[config.mk]
export PLATFORM = sky130hd
export DESIGN_NAME = a2d_intf
export DESIGN_NICKNAME = d
export VERILOG_FILES = /design/src/rtl/a2d_intf.sv
export SDC_FILE = /design/constraint.sdc
export NUM_CORES = 1
export LEC_CHECK = 0
export BUFFER_PORTS_ARGS = -buffer_cell sky130_fd_sc_hd__buf_2
export CELL_PAD_IN_SITES_DETAIL_PLACEMENT = 0
export CELL_PAD_IN_SITES_GLOBAL_PLACEMENT = 1
export CORE_MARGIN = 1.5
export CORE_UTILIZATION = 41
export DETAILED_ROUTE_END_ITERATION = 8
export GPL_TIMING_DRIVEN = 0
export PLACE_DENSITY = 0.81
export SETUP_SLACK_MARGIN = 0.02
export SLEW_MARGIN = 5
export SYNTH_ARGS = -nofsm -noshare
export SYNTH_HDL_FRONTEND = slang
export SYNTH_SLANG_ARGS = --single-unit
[constraint.sdc]
create_clock -name clk -period 2.5 [get_ports clk]
set_input_delay 0.5 -clock clk [delete_from_list [all_inputs] [get_ports clk]]
set_output_delay 0.5 -clock clk [all_outputs]
set_load 0.01 [all_outputs]
[src/rtl/a2d_intf.sv]
`timescale 1ns/1ps
// Round-robin SPI A/D front end: every 2^PERIOD_W clocks it runs one two-transaction
// conversion on the next of four channels and holds each latest 12-bit result.
module a2d_intf #(
    parameter int PERIOD_W = 14
) (
    input  logic        clk,
    input  logic        rst_n,
    input  logic        done,
    input  logic [15:0] rd_data,
    output logic        wrt,
    output logic [15:0] cmd,
    output logic [11:0] batt,
    output logic [11:0] curr,
    output logic [11:0] brake,
    output logic [11:0] torque,
    output logic        cnv_cmplt
);

    typedef enum logic [2:0] {IDLE, XFER1, GAP, XFER2, CAPT} state_t;

    state_t                state_q, state_d;
    logic [PERIOD_W-1:0]   tmr_q, tmr_d;
    logic [1:0]            robin_q, robin_d;
    logic                  done_ff_q;
    logic                  wrt_q, wrt_d;
    logic [15:0]           cmd_q, cmd_d;
    logic [11:0]           batt_q, batt_d, curr_q, curr_d;
    logic [11:0]           brake_q, brake_d, torque_q, torque_d;
    logic                  cnv_cmplt_q, cnv_cmplt_d;
    logic                  tmr_full_nxt;
    logic                  xfer_cmplt;
    logic [2:0]            chnl;
    logic                  unused_rd_hi;

    // The ADC result field is 12 bits; the top nibble of the SPI word carries nothing.
    assign unused_rd_hi = ^rd_data[15:12];

    assign tmr_d      = tmr_q + PERIOD_W'(1);
    // wrt is registered, so it is launched one clock early to be high while tmr is all-ones.
    assign tmr_full_nxt = &tmr_d;
    assign xfer_cmplt = done & ~done_ff_q;

    always_comb begin
        case (robin_q)
            2'd0:    chnl = 3'd0;
            2'd1:    chnl = 3'd1;
            2'd2:    chnl = 3'd3;
            default: chnl = 3'd4;
        endcase
    end

    // NOTE: every variable gets a default before the case so no path leaves it unassigned (no latches).
    always_comb begin
        state_d     = state_q;
        robin_d     = robin_q;
        wrt_d       = 1'b0;
        cmd_d       = cmd_q;
        batt_d      = batt_q;
        curr_d      = curr_q;
        brake_d     = brake_q;
        torque_d    = torque_q;
        cnv_cmplt_d = 1'b0;
        case (state_q)
            IDLE: begin
                if (tmr_full_nxt) begin
                    wrt_d   = 1'b1;
                    cmd_d   = {2'b00, chnl, 11'h000};
                    state_d = XFER1;
                end
            end
            XFER1: begin
                if (xfer_cmplt) state_d = GAP;
            end
            GAP: begin
                wrt_d   = 1'b1;
                state_d = XFER2;
            end
            XFER2: begin
                if (xfer_cmplt) begin
                    state_d     = CAPT;
                    cnv_cmplt_d = 1'b1;
                    case (robin_q)
                        2'd0:    batt_d   = rd_data[11:0];
                        2'd1:    curr_d   = rd_data[11:0];
                        2'd2:    brake_d  = rd_data[11:0];
                        default: torque_d = rd_data[11:0];
                    endcase
                end
            end
            CAPT: begin
                robin_d = robin_q + 2'd1;
                state_d = IDLE;
            end
            default: state_d = IDLE;
        endcase
    end

    // NOTE: state registers use non-blocking assignments so all flops update from pre-edge values.
    always_ff @(posedge clk or negedge rst_n) begin
        if (!rst_n) begin
            state_q     <= IDLE;
            tmr_q       <= '0;
            robin_q     <= 2'd0;
            done_ff_q   <= 1'b1;
            wrt_q       <= 1'b0;
            cmd_q       <= 16'h0000;
            batt_q      <= 12'h000;
            curr_q      <= 12'h000;
            brake_q     <= 12'h000;
            torque_q    <= 12'h000;
            cnv_cmplt_q <= 1'b0;
        end else begin
            state_q     <= state_d;
            tmr_q       <= tmr_d;
            robin_q     <= robin_d;
            done_ff_q   <= done;
            wrt_q       <= wrt_d;
            cmd_q       <= cmd_d;
            batt_q      <= batt_d;
            curr_q      <= curr_d;
            brake_q     <= brake_d;
            torque_q    <= torque_d;
            cnv_cmplt_q <= cnv_cmplt_d;
        end
    end

    assign wrt       = wrt_q;
    assign cmd       = cmd_q;
    assign batt      = batt_q;
    assign curr      = curr_q;
    assign brake     = brake_q;
    assign torque    = torque_q;
    assign cnv_cmplt = cnv_cmplt_q;

endmodule
==> results.sh, run 1 <==
export IMPL_synth_top_family_by_area="multiplexers"
export IMPL_nets=342
export IMPL_synthAdderAreaFrac_pct=2.824
export IMPL_synthCells=224
export IMPL_wl_per_cell_um=13.53
export IMPL_power_leakage_uw=0.002130
export IMPL_p_per_area_nw_per_um2=596.6
export IMPL_required_ns=2.72
export IMPL_slew_viol_final=0
export IMPL_crit_family="simple AND/OR/NAND/NOR gates"
export IMPL_cp_num_buf_inv=0
export IMPL_r2r_end="cmd[11]"
export IMPL_timing_final_ws_setup_ns=0.1635
export IMPL_synth_area_per_cell_um2=13.85
export IMPL_overflow=0
export IMPL_grt_usage_pct=15.35
export IMPL_synth_compound_area_share_pct=3.550
export IMPL_ys_ff_latch=73
export IMPL_finalNonFillerCells=419
export IMPL_dp_cells=403
export IMPL_rsz0062_at_grt="false"
export IMPL_clk_pin_slew_worst_paths_ns=0.07
export IMPL_drive_above_1_share_pct=48.44
export IMPL_p_comb_share_pct=3.1
export IMPL_io_pins=85
export IMPL_antenna_cells=0
export IMPL_die_w_um=89.98
export IMPL_fmax_ghz=0.4280
export IMPL_clkPwrFrac_pct=46.0
export IMPL_portBuffers=67
export IMPL_worst_slew_pin_slew_ns=0.7001
export IMPL_dp_hpwl_um=4053
export IMPL_setup_violations_final=0
export IMPL_hold_depth=1
export IMPL_clockRootBuffer="clkbuf_8"
export IMPL_cp_depth=5
export IMPL_synth_edff_count=0
export IMPL_critPathMaxStageDelay_ns=0.51
export IMPL_dp_slack_ns=0.03427
export IMPL_crit_path_start_kind="register"
export IMPL_tns_ns=0
export IMPL_yosysWarnings=0
export IMPL_ys_seq_area_share_pct=58.94
export IMPL_die_h_um=89.98
export IMPL_clk_latency_ns=0.34
export IMPL_cpMaxStageDelayCell="dfrtp_1"
export IMPL_drt_pass1_iterations=4
export IMPL_synthFlopType="dfrtp_1"
export IMPL_hold_viol=0
export IMPL_fin_crit_sh_pct=93.46
export IMPL_die_area_um2=8096
export IMPL_critPathMaxFanout=8
export IMPL_crit_path_end="cmd[11]"
export IMPL_outcome="finished clean"
export IMPL_synth_simple_gate_area_share_pct=7.503
export IMPL_grt_first_pass_wirelength_um=9687
export IMPL_gp_congestion=0.7202
export IMPL_cts_path_max_buffers=2
export IMPL_sw_frac_of_total_pct=19.56
export IMPL_r2r_start="tmr_q[3]"
export IMPL_max_slew_margin_rel_pct=53.33
export IMPL_ff2ff_path_depth=5
export IMPL_antenna_found_initial=0
export IMPL_reg2reg_slack_ns=0.16
export IMPL_p_seq_share_pct=50.9
export IMPL_start_util_pct=42.54
export IMPL_areaGrowthSynthToFinish_pct=25.41
export IMPL_clock_sinks=73
export IMPL_grt_max_degree=67
export IMPL_via_per_inst=4.759
export IMPL_fin_crit_ns=2.336
export IMPL_cp_end_kind="register"
export IMPL_synthMuxAreaShare_pct=18.88
export IMPL_drt_iter0_drc=49
export IMPL_wirelength_um=5668
export IMPL_n_fill_cell=658
export IMPL_path_class="register to register"
export IMPL_synth_xor_xnor_area_share_pct=3.106
export IMPL_ir_drop_mv=0.2773
export IMPL_ant_nets=0
export IMPL_post_cts_setup_buffers=0
export IMPL_cts_buffers=9
export IMPL_worstPathArrival_ns=2.56
export IMPL_num_vias=1994
export IMPL_hold_class="primary input to register"
export IMPL_p_int_uw=1867
export IMPL_yosysUniqueCellTypes=38
export IMPL_cp_startpoint="tmr_q[3]"
export IMPL_core_area_um2=7292
export IMPL_crit_chain="nand4_4 -> or3_1 -> a221o_1 -> nor3_2 -> mux2_1"
export IMPL_cts_tree="yes"
export IMPL_clock_skew_ns=0.006605
export IMPL_synth_cell_area_um2=3102
export IMPL_rows=31
export IMPL_grt_pass1_vias=1944
export IMPL_htreeDepth=3
export IMPL_drc=0
export IMPL_maxCapViolations=0
export IMPL_async_flop_share_pct=100.0
export IMPL_switchingPower_uw=453.9
## logic make-up (layout without fill, tap and decap cells)
| family | Yosys count | count (layout) |
|---|---|---|
| AO/OA/AOI/OAI | 14 | 14 |
| other | 1 | 13 |
| AND/OR/NAND/NOR | 39 | 39 |
| XOR/XNOR | 11 | 11 |
| multiplexers | 52 | 52 |
| buffers and inverters | 27 | 111 |
| flip-flops | 73 | 73 |
| adder cells (fa/ha/maj) | 7 | 7 |
## layout make-up
class / instances / area (um^2) / share of cell area, %
flip-flops and latches: 73 / 1828 / 46.99
multi-input cells: 136 / 1172 / 30.14
well taps: 99 / 123.9 / 3.184
clock buffers: 10 / 127.6 / 3.281
inverters: 9 / 33.78 / 0.8684
plain buffers: 18 / 123.9 / 3.184
clock inverters: 5 / 105.1 / 2.702
repair buffers: 69 / 375.4 / 9.649
## cells in the mapped netlist, types with 4 or more instances
master / number / area (um^2)
nor4_1: 5 / 31.28
clkbuf_1: 4 / 15.01
dfrtp_1: 72 / 1802
nand2_1: 8 / 30.03
ha_1: 7 / 87.58
xnor2_1: 6 / 52.55
buf_4: 13 / 97.59
mux2_2: 49 / 551.8
nor2_1: 6 / 22.52
xor2_1: 5 / 43.79
nand4_1: 4 / 25.02
inv_1: 9 / 33.78
## cell usage in the layout (no fill, tap or decap), drive strengths merged, types with 2 or more instances in the layout
cell type   n
buf        81
bufinv      3
clkbuf     14
clkinvlp    2
conb       13
dfrtp      72
ha          7
inv         9
mux2       52
nand2       8
nand3       3
nand3b      2
nand4       5
nor2        6
nor3        2
nor3b       3
nor4        5
o21ai       2
o31a        2
or2         2
or3         2
xnor2       6
xor2        5
## flip-flops by register name, summed over array words and instances (netlist names)
signal / count
state_q: 3
brake: 12
cnv_cmplt: 1
torque: 12
batt: 12
tmr_q: 14
cmd: 3
robin_q: 2
wrt: 1
curr: 12
done_ff_q: 1
## power by group through the flow
stage	combinational, uW	clock [uW]	sequential (uW)
after floorplan	24.6	0	1200
after global placement	65.9	0	1200
after detailed placement	72.4	0	1200
after CTS	73.8	1090	1180
after global routing	81.6	1150	1180
final	72.0	1070	1180
## timing repair
| action | 4_1_cts | 5_1_grt |
|---|---|---|
| endpoints found under the setup margin | 3 | 3 |
| hold endpoints to repair | 7 | 0 |
| gates cloned | 0 | 0 |
| hold buffers | 1 | 0 |
| resized for setup | 1 | 1 |
## worst reg2reg max path, cell delays in order, from the launching register on
cell	delay (ns)
dfrtp_1	0.51
nand4_4	0.19
or3_1	0.41
a221o_1	0.40
nor3_2	0.34
mux2_1	0.36
## through the flow
stage / util, % / hold WS, ns / power [uW] / area [um^2]
after global routing: 53.35 / 0.2483 / 2413 / 3890
final: 53.35 / 0.2725 / 2321 / 3890
after global placement: 49.45 / 0.4566 / 1271 / 3606
after CTS: 53.28 / 0.2589 / 2348 / 3885
after floorplan: - / 0.2044 / 1230 / 3147
after detailed placement: 49.86 / 0.3353 / 1277 / 3636
## worst min path at each step
stage / from / end / slack [ns]
finish: done / done_ff_q / 0.27
global route: done / done_ff_q / 0.25
CTS: done / done_ff_q / 0.26
detailed placement: rst_n / torque[9] / 0.34
global placement: tmr_q[13] / tmr_q[13] / 0.46
floorplan: rst_n / batt[0] / 0.20
## metal layers
metal / share of wire [%] / track usage (%) / up-vias
met5: 0 / 0 / -
met4: 1.8 / 6.746 / 0
met3: 5.3 / 4.315 / 9
met2: 45 / 23.03 / 64
met1: 48 / 20.82 / 978
li1: - / - / 943
No activity file was read; power rests on OpenSTA's default activity.
==> run 2, diff against run 1 <==
- CORE_UTILIZATION: 41 -> 43
- CTS_BUF_LIST: not set -> sky130_fd_sc_hd__clkbuf_8
- PLACE_DENSITY: 0.81 -> 0.85
==> run 2 against run 1 <==
Effect of this change:
- cell count is 0.72% lower
- sequential power about the same
- critical path depth is the same
- sequential share of layout area grew 0.060 points
- global-route usage up 0.53 points
- clock skew up 0.0031 ns
==> results.sh, run 2 (synthesis results as in run 1) <==
export IMPL_outcome="finished clean"
export IMPL_hold_buffers=0
export IMPL_regMostFlops="tmr_q"
export IMPL_fmax_ghz=0.4256
export IMPL_crit_path_end="cmd[11]"
export IMPL_cts_tree="yes"
export IMPL_grt_max_degree=38
export IMPL_drc=0
export IMPL_portBuffers=67
export IMPL_ant_nets=0
export IMPL_drt_iter0_drc=49
export IMPL_crit_path_start_kind="register"
export IMPL_rows=30
export IMPL_die_h_um=87.93
export IMPL_path_class="register to register"
export IMPL_multi_input_area_um2=1192
export IMPL_maxCapViolations=0
export IMPL_areaGrowthSynthToFinish_pct=25.25
export IMPL_max_slew_margin_rel_pct=52.47
export IMPL_required_ns=2.73
export IMPL_grt_usage_pct=15.88
export IMPL_layout_common_cells="dfrtp_1, buf_2, mux2_2"
export IMPL_io_pins=85
export IMPL_cts_buffers=9
export IMPL_gp_congestion=0.7468
export IMPL_p_int_uw=1820
export IMPL_reg2reg_slack_ns=0.15
export IMPL_drt_pass1_iterations=4
export IMPL_cp_startpoint="tmr_q[2]"
export IMPL_power_leakage_uw=0.002129
export IMPL_p_comb_share_pct=3.0
export IMPL_die_w_um=87.93
export IMPL_die_area_um2=7732
export IMPL_overflow=0
export IMPL_wl_per_cell_um=13.62
export IMPL_clk_pin_slew_worst_paths_ns=0.08
export IMPL_finalPower_uw=2292
export IMPL_critPathMaxFanout=8
export IMPL_layout_commonest_cell="dfrtp_1"
export IMPL_fin_crit_ns=2.350
export IMPL_p_seq_share_pct=51.6
export IMPL_ff_latch_area_um2=1828
export IMPL_slew_viol_final=0
export IMPL_hold_viol=0
export IMPL_clock_sinks=73
export IMPL_ff2ff_path_depth=5
export IMPL_r2r_start="tmr_q[2]"
export IMPL_switchingPower_uw=471.7
export IMPL_fin_crit_sh_pct=93.99
export IMPL_antenna_cells=0
export IMPL_core_area_um2=6869
export IMPL_worstPathArrival_ns=2.58
export IMPL_ir_drop_mv=0.2471
export IMPL_clockRootBuffer="clkbuf_8"
export IMPL_drive_above_1_share_pct=49.69
export IMPL_p_per_area_nw_per_um2=589.8
export IMPL_grt_pass1_vias=1794
export IMPL_cts_path_max_buffers=2
export IMPL_start_util_pct=45.15
export IMPL_worst_slew_pin_slew_ns=0.7129
export IMPL_sw_frac_of_total_pct=20.58
export IMPL_htreeDepth=3
export IMPL_hold_class="primary input to asynchronous set/reset pin"
export IMPL_cp_end_kind="register"
export IMPL_clk_latency_ns=0.34
export IMPL_antenna_found_initial=0
export IMPL_wirelength_um=5666
export IMPL_clock_skew_ns=0.009686
export IMPL_via_per_inst=4.745
export IMPL_setup_violations_final=0
export IMPL_dp_hpwl_um=4060
export IMPL_rsz0062_at_grt="false"
export IMPL_clkPwrFrac_pct=45.4
export IMPL_n_fill_cell=575
export IMPL_tns_ns=0
export IMPL_nets=341
export IMPL_r2r_end="cmd[11]"
export IMPL_grt_first_pass_wirelength_um=9177
export IMPL_largest_reg_flops=14
export IMPL_num_vias=1974
[run 2: how the worst min path moves through the flow]
stage                end  slack (ns)  startpoint  depth (start not counted)
2_1_floorplan    batt[0]        0.20       rst_n                          0
4_1_cts          curr[5]        0.11       rst_n                          1
6_report         curr[5]        0.11       rst_n                          1
5_1_grt          curr[5]        0.13       rst_n                          1
3_3_place_gp   tmr_q[13]        0.46   tmr_q[13]                          1
3_5_place_dp   tmr_q[13]        0.47   tmr_q[13]                          1
[run 2: worst max-delay path: stages, from the launching register on]
cell     delay [ns]
dfrtp_1        0.52
nand4_4        0.20
or3_1          0.40
a221o_1        0.40
nor3_2         0.34
mux2_1         0.36
[run 2: repair_timing]
action                     4_1_cts  5_1_grt
buffers inserted                 0        0
cloned                           0        0
gates resized for setup          1        4
setup endpoints to repair        3       13
[run 2: final cells by class]
class | count | area share [%]
plain buffers | 18 | 3.188
repair buffers | 68 | 9.211
clock inverters | 5 | 1.997
well taps | 96 | 3.092
clock buffers | 11 | 3.897
multi-input cells | 136 | 30.69
flip-flops and latches | 73 | 47.05
inverters | 9 | 0.8696
[run 2: per-layer routing]
| metal | wire length [um] | global-route usage, % | part of all wire [%] |
|---|---|---|---|
| met4 | 58 | 5.628 | 1.0 |
| met3 | 408 | 5.655 | 7.2 |
| met2 | 2475 | 22.76 | 44 |
| met5 | 0 | 0 | 0 |
| met1 | 2723 | 22.27 | 48 |
[run 2: power by group through the flow]
stage | logic (uW) | clock network, uW | registers, uW
2_1_floorplan | 24.6 | 0 | 1200
3_3_place_gp | 65.3 | 0 | 1200
3_5_place_dp | 70.7 | 0 | 1200
4_1_cts | 70.6 | 1060 | 1180
5_1_grt | 79.1 | 1120 | 1180
6_report | 69.0 | 1040 | 1180
[run 2: metrics by stage]
step / util [%] / instances / setup WS (ns) / area (um^2) / hold slack (ns)
6_report: 56.56 / 416 / 0.1504 / 3885 / 0.1051
5_1_grt: 56.56 / 416 / 0.04332 / 3885 / 0.1320
3_3_place_gp: 52.44 / 399 / 0.05827 / 3602 / 0.4568
3_5_place_dp: 52.77 / 400 / 0.01539 / 3625 / 0.4678
2_1_floorplan: - / 236 / 0.3980 / 3147 / 0.2044
4_1_cts: 56.19 / 416 / 0.04852 / 3860 / 0.1077
==> run 3, diff against run 2 <==
- CORE_ASPECT_RATIO: not set -> 1.75
==> run 3 against run 2 <==
Effect of this change:
- utilization shrank 1.1 points
- sequential share of layout area grew 0.65 points
- register-to-register slack gained 0.04 ns
- global-route usage grew 0.090 points
- critical path depth is the same
- first-iteration DRC count grew 51%
- clock skew shrank 0.0024 ns
- via count shrank 0.71%
- cell count shrank 2.9%
- largest power group unchanged
- highest routed layer unchanged
==> results.sh, run 3 (synthesis results as in run 1) <==
export IMPL_outcome="finished clean"
export IMPL_wirelength_um=5664
export IMPL_overflow=0
export IMPL_timing_final_ws_setup_ns=0.1875
export IMPL_worst_slew_pin_slew_ns=0.6625
export IMPL_critPathMaxStageDelay_ns=0.51
export IMPL_die_h_um=115.4
export IMPL_drt_iter0_drc=74
export IMPL_grt_first_pass_wirelength_um=9108
export IMPL_layout_common_cells="dfrtp_1, buf_2, mux2_2"
export IMPL_clock_skew_ns=0.007286
export IMPL_drc=0
export IMPL_fin_crit_sh_pct=92.50
export IMPL_largest_reg_flops=14
export IMPL_p_per_area_nw_per_um2=555.2
export IMPL_setup_violations_final=0
export IMPL_path_class="register to register"
export IMPL_tns_ns=0
export IMPL_clk_pin_slew_worst_paths_ns=0.07
export IMPL_io_pins=85
export IMPL_crit_path_start_kind="register"
export IMPL_clk_latency_ns=0.34
export IMPL_grt_usage_pct=15.97
export IMPL_antenna_cells=0
export IMPL_hold_class="primary input to asynchronous set/reset pin"
export IMPL_ir_drop_mv=0.2491
export IMPL_hold_viol=0
export IMPL_power_leakage_uw=0.002127
export IMPL_slew_viol_final=0
export IMPL_fin_crit_ns=2.313
export IMPL_via_per_inst=4.851
export IMPL_wl_per_cell_um=14.02
export IMPL_dp_slack_ns=0.003529
export IMPL_layout_commonest_cell="dfrtp_1"
export IMPL_post_cts_setup_buffers=0
export IMPL_required_ns=2.72
export IMPL_cts_buffers=9
export IMPL_rows=40
export IMPL_critPathMaxFanout=8
export IMPL_die_w_um=67.20
export IMPL_cpMaxStageDelayCell="dfrtp_1"
export IMPL_cts_tree="yes"
export IMPL_num_vias=1960
export IMPL_drive_above_1_share_pct=48.44
export IMPL_antenna_found_initial=0
export IMPL_die_area_um2=7752
export IMPL_areaGrowthSynthToFinish_pct=23.56
export IMPL_clockRootBuffer="clkbuf_8"
export IMPL_drt_pass1_iterations=3
export IMPL_grt_max_degree=56
export IMPL_cp_end_kind="register"
export IMPL_portBuffers=67
export IMPL_regMostFlops="tmr_q"
export IMPL_worstPathArrival_ns=2.53
export IMPL_ant_nets=0
export IMPL_max_slew_margin_rel_pct=55.83
export IMPL_grt_pass1_vias=1892
export IMPL_rsz0062_at_grt="false"
export IMPL_cts_path_max_buffers=2
export IMPL_maxCapViolations=0
export IMPL_crit_chain="nand4_4 -> or3_1 -> a221o_1 -> nor3_2 -> mux2_1"
export IMPL_fmax_ghz=0.4324
export IMPL_gp_congestion=0.7645
export IMPL_dp_hpwl_um=4170
export IMPL_nets=341
export IMPL_clock_sinks=73
export IMPL_start_util_pct=44.91
export IMPL_htreeDepth=3
export IMPL_n_fill_cell=583
export IMPL_core_area_um2=6907
## run 3: per-stage QoR
| stage | cell area, um^2 | hold slack [ns] | cells | utilization [%] | power (uW) |
|---|---|---|---|---|---|
| 2_1_floorplan | 3147 | 0.2044 | 236 | - | 1230 |
| 3_3_place_gp | 3587 | 0.4563 | 387 | 51.94 | 1269 |
| 3_5_place_dp | 3617 | 0.3916 | 388 | 52.37 | 1276 |
| 4_1_cts | 3812 | 0.01715 | 404 | 55.20 | 2156 |
| 5_1_grt | 3832 | 0.03026 | 404 | 55.49 | 2221 |
| 6_report | 3832 | 0.03090 | 404 | 55.49 | 2128 |
## run 3: where the power goes
group | total [uW] | internal (uW) | switching (uW) | leakage (uW)
combinational | 70.0 | 26.9 | 43.2 | 0.00101
sequential | 1180 | 1180 | 0.105 | 0.00100
clock | 876 | 474 | 402 | 0.000110
## run 3: routing by layer
metal / up-vias / GRT usage, % / routed length, um
met2: 63 / 27.19 / 2901
met5: - / 0 / 0
li1: 941 / - / -
met3: 9 / 3.718 / 336
met1: 947 / 18.06 / 2328
met4: 0 / 8.571 / 97
## run 3: layout make-up
class / instances / area (um^2) / share of cell area, %
buffer: 18 / 123.9 / 3.232
clock buffer: 10 / 137.6 / 3.591
clock inverter: 6 / 51.30 / 1.339
inverter: 9 / 33.78 / 0.8815
multi-input combinational: 136 / 1187 / 30.98
sequential: 73 / 1828 / 47.70
tap: 84 / 105.1 / 2.742
timing repair buffer: 68 / 365.4 / 9.533
## run 3: worst max-delay path, delay by kind of cell, from the launching register on
| kind | cells | cell delay, ns |
|---|---|---|
| mux | 1 | 0.36 |
| flops | 1 | 0.51 |
| simple gates | 3 | 0.92 |
| compound gates | 1 | 0.41 |
## run 3: what timing repair did
item,CTS,global route
hold buffers,0,0
endpoints found under the setup margin,3,4
gates resized for setup,1,3
pin swaps,0,0
endpoints found under the hold margin,0,0
## run 3: path summary, 6_finish.rpt
| check | from | endpoint | slack, ns | cells after the start |
|---|---|---|---|---|
| setup reg to reg | tmr_q[2] | cmd[11] | 0.19 | 5 |
| hold / removal | rst_n | tmr_q[8] | 0.03 | 1 |
| max in group asynchronous | rst_n | done_ff_q | 1.88 | 2 |
| hold reg to reg | tmr_q[13] | tmr_q[13] | 0.47 | 1 |
| min in group clk | done | done_ff_q | 0.26 | 1 |
| setup / recovery | tmr_q[2] | cmd[11] | 0.19 | 5 |
